**src/rtl/clkdiv_pkg.sv**
```systemverilog
// rtl/clkdiv_pkg.sv - shared constants and sel saturation for the tick scheduler
package clkdiv_pkg;

  localparam int CW_DEF = 4;

  localparam logic [2:0] SEL_OFF = 3'd0;
  localparam logic [2:0] SEL_MAX = 3'(CW_DEF);

  function automatic logic [2:0] sat_sel(input logic [2:0] sel, input logic [2:0] lim);
    return (sel > lim) ? lim : sel;
  endfunction

endpackage

```
**src/rtl/prescale_counter.sv**
```systemverilog
// rtl/prescale_counter.sv - free-running prescale counter, parked at 0 while idle
module prescale_counter #(
  parameter int CW = 4
) (
  input  logic          clk,
  input  logic          rst,
  input  logic          run,
  output logic [CW-1:0] count,
  output logic          wrap
);

  always_ff @(posedge clk or posedge rst) begin
    if (rst) begin
      count <= '0;
    end else if (run) begin
      count <= count + 1'b1;
    end else begin
      count <= '0;
    end
  end

  assign wrap = run && (&count);

endmodule

```
**src/rtl/clkdiv_sched.sv**
```systemverilog
// rtl/clkdiv_sched.sv - per-requester divide settings committed at counter wrap, tick decode
module clkdiv_sched
  import clkdiv_pkg::*;
#(
  parameter int NREQ = 4,
  parameter int CW   = CW_DEF
) (
  input  logic                    clk,
  input  logic                    rst,
  input  logic                    cfg_valid,
  input  logic [$clog2(NREQ)-1:0] cfg_id,
  input  logic [2:0]              cfg_sel,
  output logic                    cfg_ready,
  output logic [NREQ-1:0]         cfg_done,
  output logic [NREQ-1:0]         tick,
  output logic [NREQ-1:0]         active,
  output logic [CW-1:0]           count
);

  localparam int         IDW     = $clog2(NREQ);
  localparam logic [2:0] SEL_LIM = 3'(CW);

  logic [2:0]        act_sel  [NREQ];
  logic [2:0]        pend_sel [NREQ];
  logic [NREQ-1:0]   pend_vld;
  logic [2**IDW-1:0] pend_vld_ext;
  logic              run;
  logic              wrap;
  logic              commit;
  logic              accept;

  prescale_counter #(.CW(CW)) u_prescale (
    .clk   (clk),
    .rst   (rst),
    .run   (run),
    .count (count),
    .wrap  (wrap)
  );

  // Ids beyond NREQ (non power-of-two NREQ) read as permanently busy and are never accepted.
  always_comb begin
    pend_vld_ext            = '1;
    pend_vld_ext[NREQ-1:0]  = pend_vld;
  end

  assign cfg_ready = !pend_vld_ext[cfg_id];
  assign accept    = cfg_valid && cfg_ready;
  assign run       = |active;
  assign commit    = wrap || !run;

  always_ff @(posedge clk or posedge rst) begin
    if (rst) begin
      pend_vld <= '0;
      cfg_done <= '0;
      for (int i = 0; i < NREQ; i++) begin
        act_sel[i]  <= SEL_OFF;
        pend_sel[i] <= SEL_OFF;
      end
    end else begin
      cfg_done <= commit ? pend_vld : '0;
      for (int i = 0; i < NREQ; i++) begin
        if (commit && pend_vld[i]) begin
          act_sel[i]  <= pend_sel[i];
          pend_vld[i] <= 1'b0;
        end
        // A committing id was pending, so it cannot also be accepted this cycle.
        if (accept && cfg_id == IDW'(i)) begin
          pend_sel[i] <= sat_sel(cfg_sel, SEL_LIM);
          pend_vld[i] <= 1'b1;
        end
      end
    end
  end

  always_comb begin
    logic [CW-1:0] mask;
    active = '0;
    tick   = '0;
    mask   = '0;
    for (int i = 0; i < NREQ; i++) begin
      active[i] = (act_sel[i] != SEL_OFF);
      mask      = CW'((32'd1 << act_sel[i]) - 32'd1);
      tick[i]   = active[i] && ((count & mask) == mask);
    end
  end

endmodule

```
**config.mk**
```make
export PLATFORM = sky130hd
export DESIGN_NAME = clkdiv_sched
export DESIGN_NICKNAME = d
export VERILOG_FILES = /design/src/rtl/clkdiv_pkg.sv /design/src/rtl/prescale_counter.sv /design/src/rtl/clkdiv_sched.sv
export SDC_FILE = /design/constraint.sdc
export NUM_CORES = 1
export LEC_CHECK = 0
export ABC_AREA = 1
export CAP_MARGIN = 10
export CORE_MARGIN = 2
export CORE_UTILIZATION = 58
export DETAILED_ROUTE_END_ITERATION = 7
export PLACE_DENSITY = 0.8
export SLEW_MARGIN = 20
export SYNTH_ARGS = -nofsm -noshare
export SYNTH_HDL_FRONTEND = slang
export SYNTH_HIERARCHICAL = 1
export SYNTH_SLANG_ARGS = --single-unit
export TNS_END_PERCENT = 10
```
**constraint.sdc**
```tcl
create_clock -name clk -period 3.85 [get_ports clk]
set_input_delay 0.77 -clock clk [delete_from_list [all_inputs] [get_ports clk]]
set_output_delay 0.77 -clock clk [all_outputs]
set_load 0.05 [all_outputs]
```
==> flow_metrics.env <==
export IMPL_outcome="completed"
export IMPL_crit_top_cell="clkdlybuf4s50_1"
export IMPL_dp_hpwl_mm=2.54
export IMPL_yosys_warnings=6
export IMPL_root_buffer="clkbuf_4"
export IMPL_dr_pass1_iters=4
export IMPL_synth_edf_count=0
export IMPL_grt_pass1_vias=1343
export IMPL_startpoint="cfg_id[1]"
export IMPL_final_hold_viol_count=0
export IMPL_power_density_nw_per_um2=936
export IMPL_postLayoutCoreUtil=0.722
export IMPL_placementRows=20
export IMPL_port_buffers=24
export IMPL_skew_ps=7.16
export IMPL_r2r_start="act_sel[11]$_DFFE_PP0P_"
export IMPL_synthDominantCellAreaShare=0.480
export IMPL_ys_seq_area_frac=0.480
export IMPL_async_reset_ff_frac=1.00
export IMPL_fin_setup_tns_ps=0
export IMPL_synth_seq_cells=36
export IMPL_n_antenna_cell=0
export IMPL_crit_chain="clkdlybuf4s50_1 -> inv_1 -> nand3_1 -> nand2_2 -> nor2_8 -> clkdlybuf4s50_1"
export IMPL_num_vias=1526
export IMPL_min_from="pend_sel[1]$_DFFE_PP0P_"
export IMPL_grt_ovfl_total=0
export IMPL_syn_area_um2=1880
export IMPL_ir_drop_v=0.000394
export IMPL_relSlewSlack=0.669
export IMPL_yosys_most_used_dff="dfrtp_1"
export IMPL_final_cell_area_um2=2200
export IMPL_clock_latency_ps=330
export IMPL_fp_dieW_um=60.9
export IMPL_worst_hold_path_type="register to register"
export IMPL_via_per_inst=5.07
export IMPL_grt_usage=0.214
export IMPL_rsz0062_at_grt="no"
export IMPL_grt_max_degree=33
export IMPL_dp_cells=293
export IMPL_worst_pin_slew_ps=496
export IMPL_nets=269
export IMPL_crit_arrival_ps=2640
export IMPL_pre_cts_ws_ps=447
export IMPL_cts_tree="yes"
export IMPL_syn_inst=228
export IMPL_postCtsSetupBuffers=0
export IMPL_cts_resized=0
export IMPL_fp_dieH_um=60.9
export IMPL_drt_initial_drc_count=54
export IMPL_critPathSlowestCell="clkdlybuf4s50_1"
export IMPL_antenna_found_initial=0
export IMPL_cts_sinks=36
export IMPL_grt_use_met2=0.352
export IMPL_fin_crit_ps=3410
export IMPL_clockBufferDepth=2
export IMPL_max_stage_delay_ps=840
export IMPL_max_cap_violations=0
export IMPL_fin_crit_sh=0.887
export IMPL_yosysTopAreaCell="dfrtp_1"
export IMPL_setup_ws_ps=435
export IMPL_grt_pass1_wl_mm=5.80
export IMPL_start_util=0.614
export IMPL_synth_distinct_cells=27
export IMPL_synthTopCellsByArea="dfrtp_1, nand2_1, nand3_1"
export IMPL_met3_usage=0.0512
export IMPL_drc=0
export IMPL_wl_mm=3.30
export IMPL_ant_nets=0
export IMPL_htreeDepth=2
export IMPL_crit_path_end_kind="output port"
export IMPL_path_class="primary input to output port"
export IMPL_gp_congestion=0.763
export IMPL_p_leak_nw=1.17
export IMPL_wl_per_cell_um=11.0
export IMPL_place_area_um2=2140
export IMPL_required_ps=3080
export IMPL_setup_viol=0
export IMPL_critPathLaunchType="primary input"
export IMPL_cts_made_buffers=5
export IMPL_synthesis_nets=241
export IMPL_fin_cells=301
export IMPL_core_area_um2=3050
export IMPL_synth_avg_cell_area_um2=8.23
export IMPL_synthToLayoutAreaGrowth_pct=17.5
export IMPL_clk_pin_slew_ps=90
export IMPL_grt_busiest_layer="met2"
export IMPL_holdBufCountCts=0
export IMPL_slew_viol_final=0
export IMPL_use_met1=0.284
export IMPL_die_area_um2=3700
export IMPL_fmax_mhz=293
export IMPL_crit_fanout=17
export IMPL_io_pins=25
export IMPL_drive_gt1_frac=0.0934
## registers in the layout (all words and copies together) (netlist names)
signal / flops
act_sel: 12
cfg_done: 4
pend_sel: 12
pend_vld: 4
u_prescale/count: 4
## cell usage in the layout (no fill, tap or decap), types with 2 or more instances in the layout
cell type / instances
a21oi_1: 4
a31oi_1: 2
clkbuf_1: 2
clkbuf_4: 5
clkdlybuf4s50_1: 24
dfrtp_1: 36
ha_1: 5
inv_1: 26
inv_2: 3
nand2_1: 71
nand2_2: 3
nand3_1: 25
nand3_2: 2
nand4_1: 14
nor2_1: 15
nor2_2: 2
nor2_4: 3
o2111ai_1: 2
o211ai_1: 2
o21ai_1: 2
## cell usage after synthesis, types with 2 or more instances
| cell | number |
|---|---|
| nand2_2 | 3 |
| nor2_2 | 2 |
| a31oi_1 | 2 |
| a21oi_1 | 4 |
| nor2_1 | 15 |
| dfrtp_1 | 36 |
| o21ai_1 | 2 |
| nand3_2 | 2 |
| ha_1 | 5 |
| inv_1 | 26 |
| nor2_4 | 3 |
| nand2_1 | 71 |
| o211ai_1 | 2 |
| o2111ai_1 | 2 |
| nand4_1 | 14 |
| inv_2 | 3 |
| clkbuf_1 | 2 |
| nand3_1 | 25 |
## worst paths after layout
| check | end | slack, ps | depth (start not counted) |
|---|---|---|---|
| worst max-delay path | cfg_ready | 440 | 6 |
| worst min-delay path | pend_sel[1]$_DFFE_PP0P_ | 480 | 2 |
| worst max register to register | act_sel[4]$_DFFE_PP0P_ | 2200 | 11 |
| worst min register to register | pend_sel[1]$_DFFE_PP0P_ | 480 | 2 |
| max in group asynchronous | pend_sel[8]$_DFFE_PP0P_ | 2720 | 3 |
| min in group asynchronous | u_prescale/count[2]$_DFF_PP0_ | 650 | 2 |
## layer usage
| metal | up-vias | part of all wire |
|---|---|---|
| li1 | 801 | - |
| met1 | 688 | 0.47 |
| met2 | 35 | 0.49 |
| met3 | 2 | 0.038 |
| met4 | 0 | 0.0036 |
| met5 | - | 0 |
## power by group
group	internal (mW)	total, mW	switching (mW)
sequential	0.523	0.680	0.157
clock	0.0901	0.202	0.111
combinational	0.398	1.18	0.783
## final cells by class
type / count / area (um2)
well taps: 44 / 55.1
fillers: 262 / 850
clock buffers: 8 / 58.8
inverters: 30 / 113
multi-input cells: 158 / 828
flip-flops and latches: 36 / 901
repair buffers: 25 / 248
## critical path: cells and delay by family
family	cells	cell delay [ps]
buffers and inverters	3	1470
and+or+nand+nor	3	410
## metrics by stage
stage                     power (mW)  hold WS, ps
after floorplan                 1.57          443
after global placement          1.85          459
after detailed placement        1.88          462
after CTS                       2.08          486
after global routing            2.24          508
final                           2.06          482
## cell families after synthesis
group / synth area share
adders and majority gates: 0.0334
AOI/OAI and AO/OA: 0.0474
DFF: 0.480
and+or+nand+nor: 0.361
buffers and inverters: 0.0780
No activity file was read; power rests on OpenSTA's default activity.
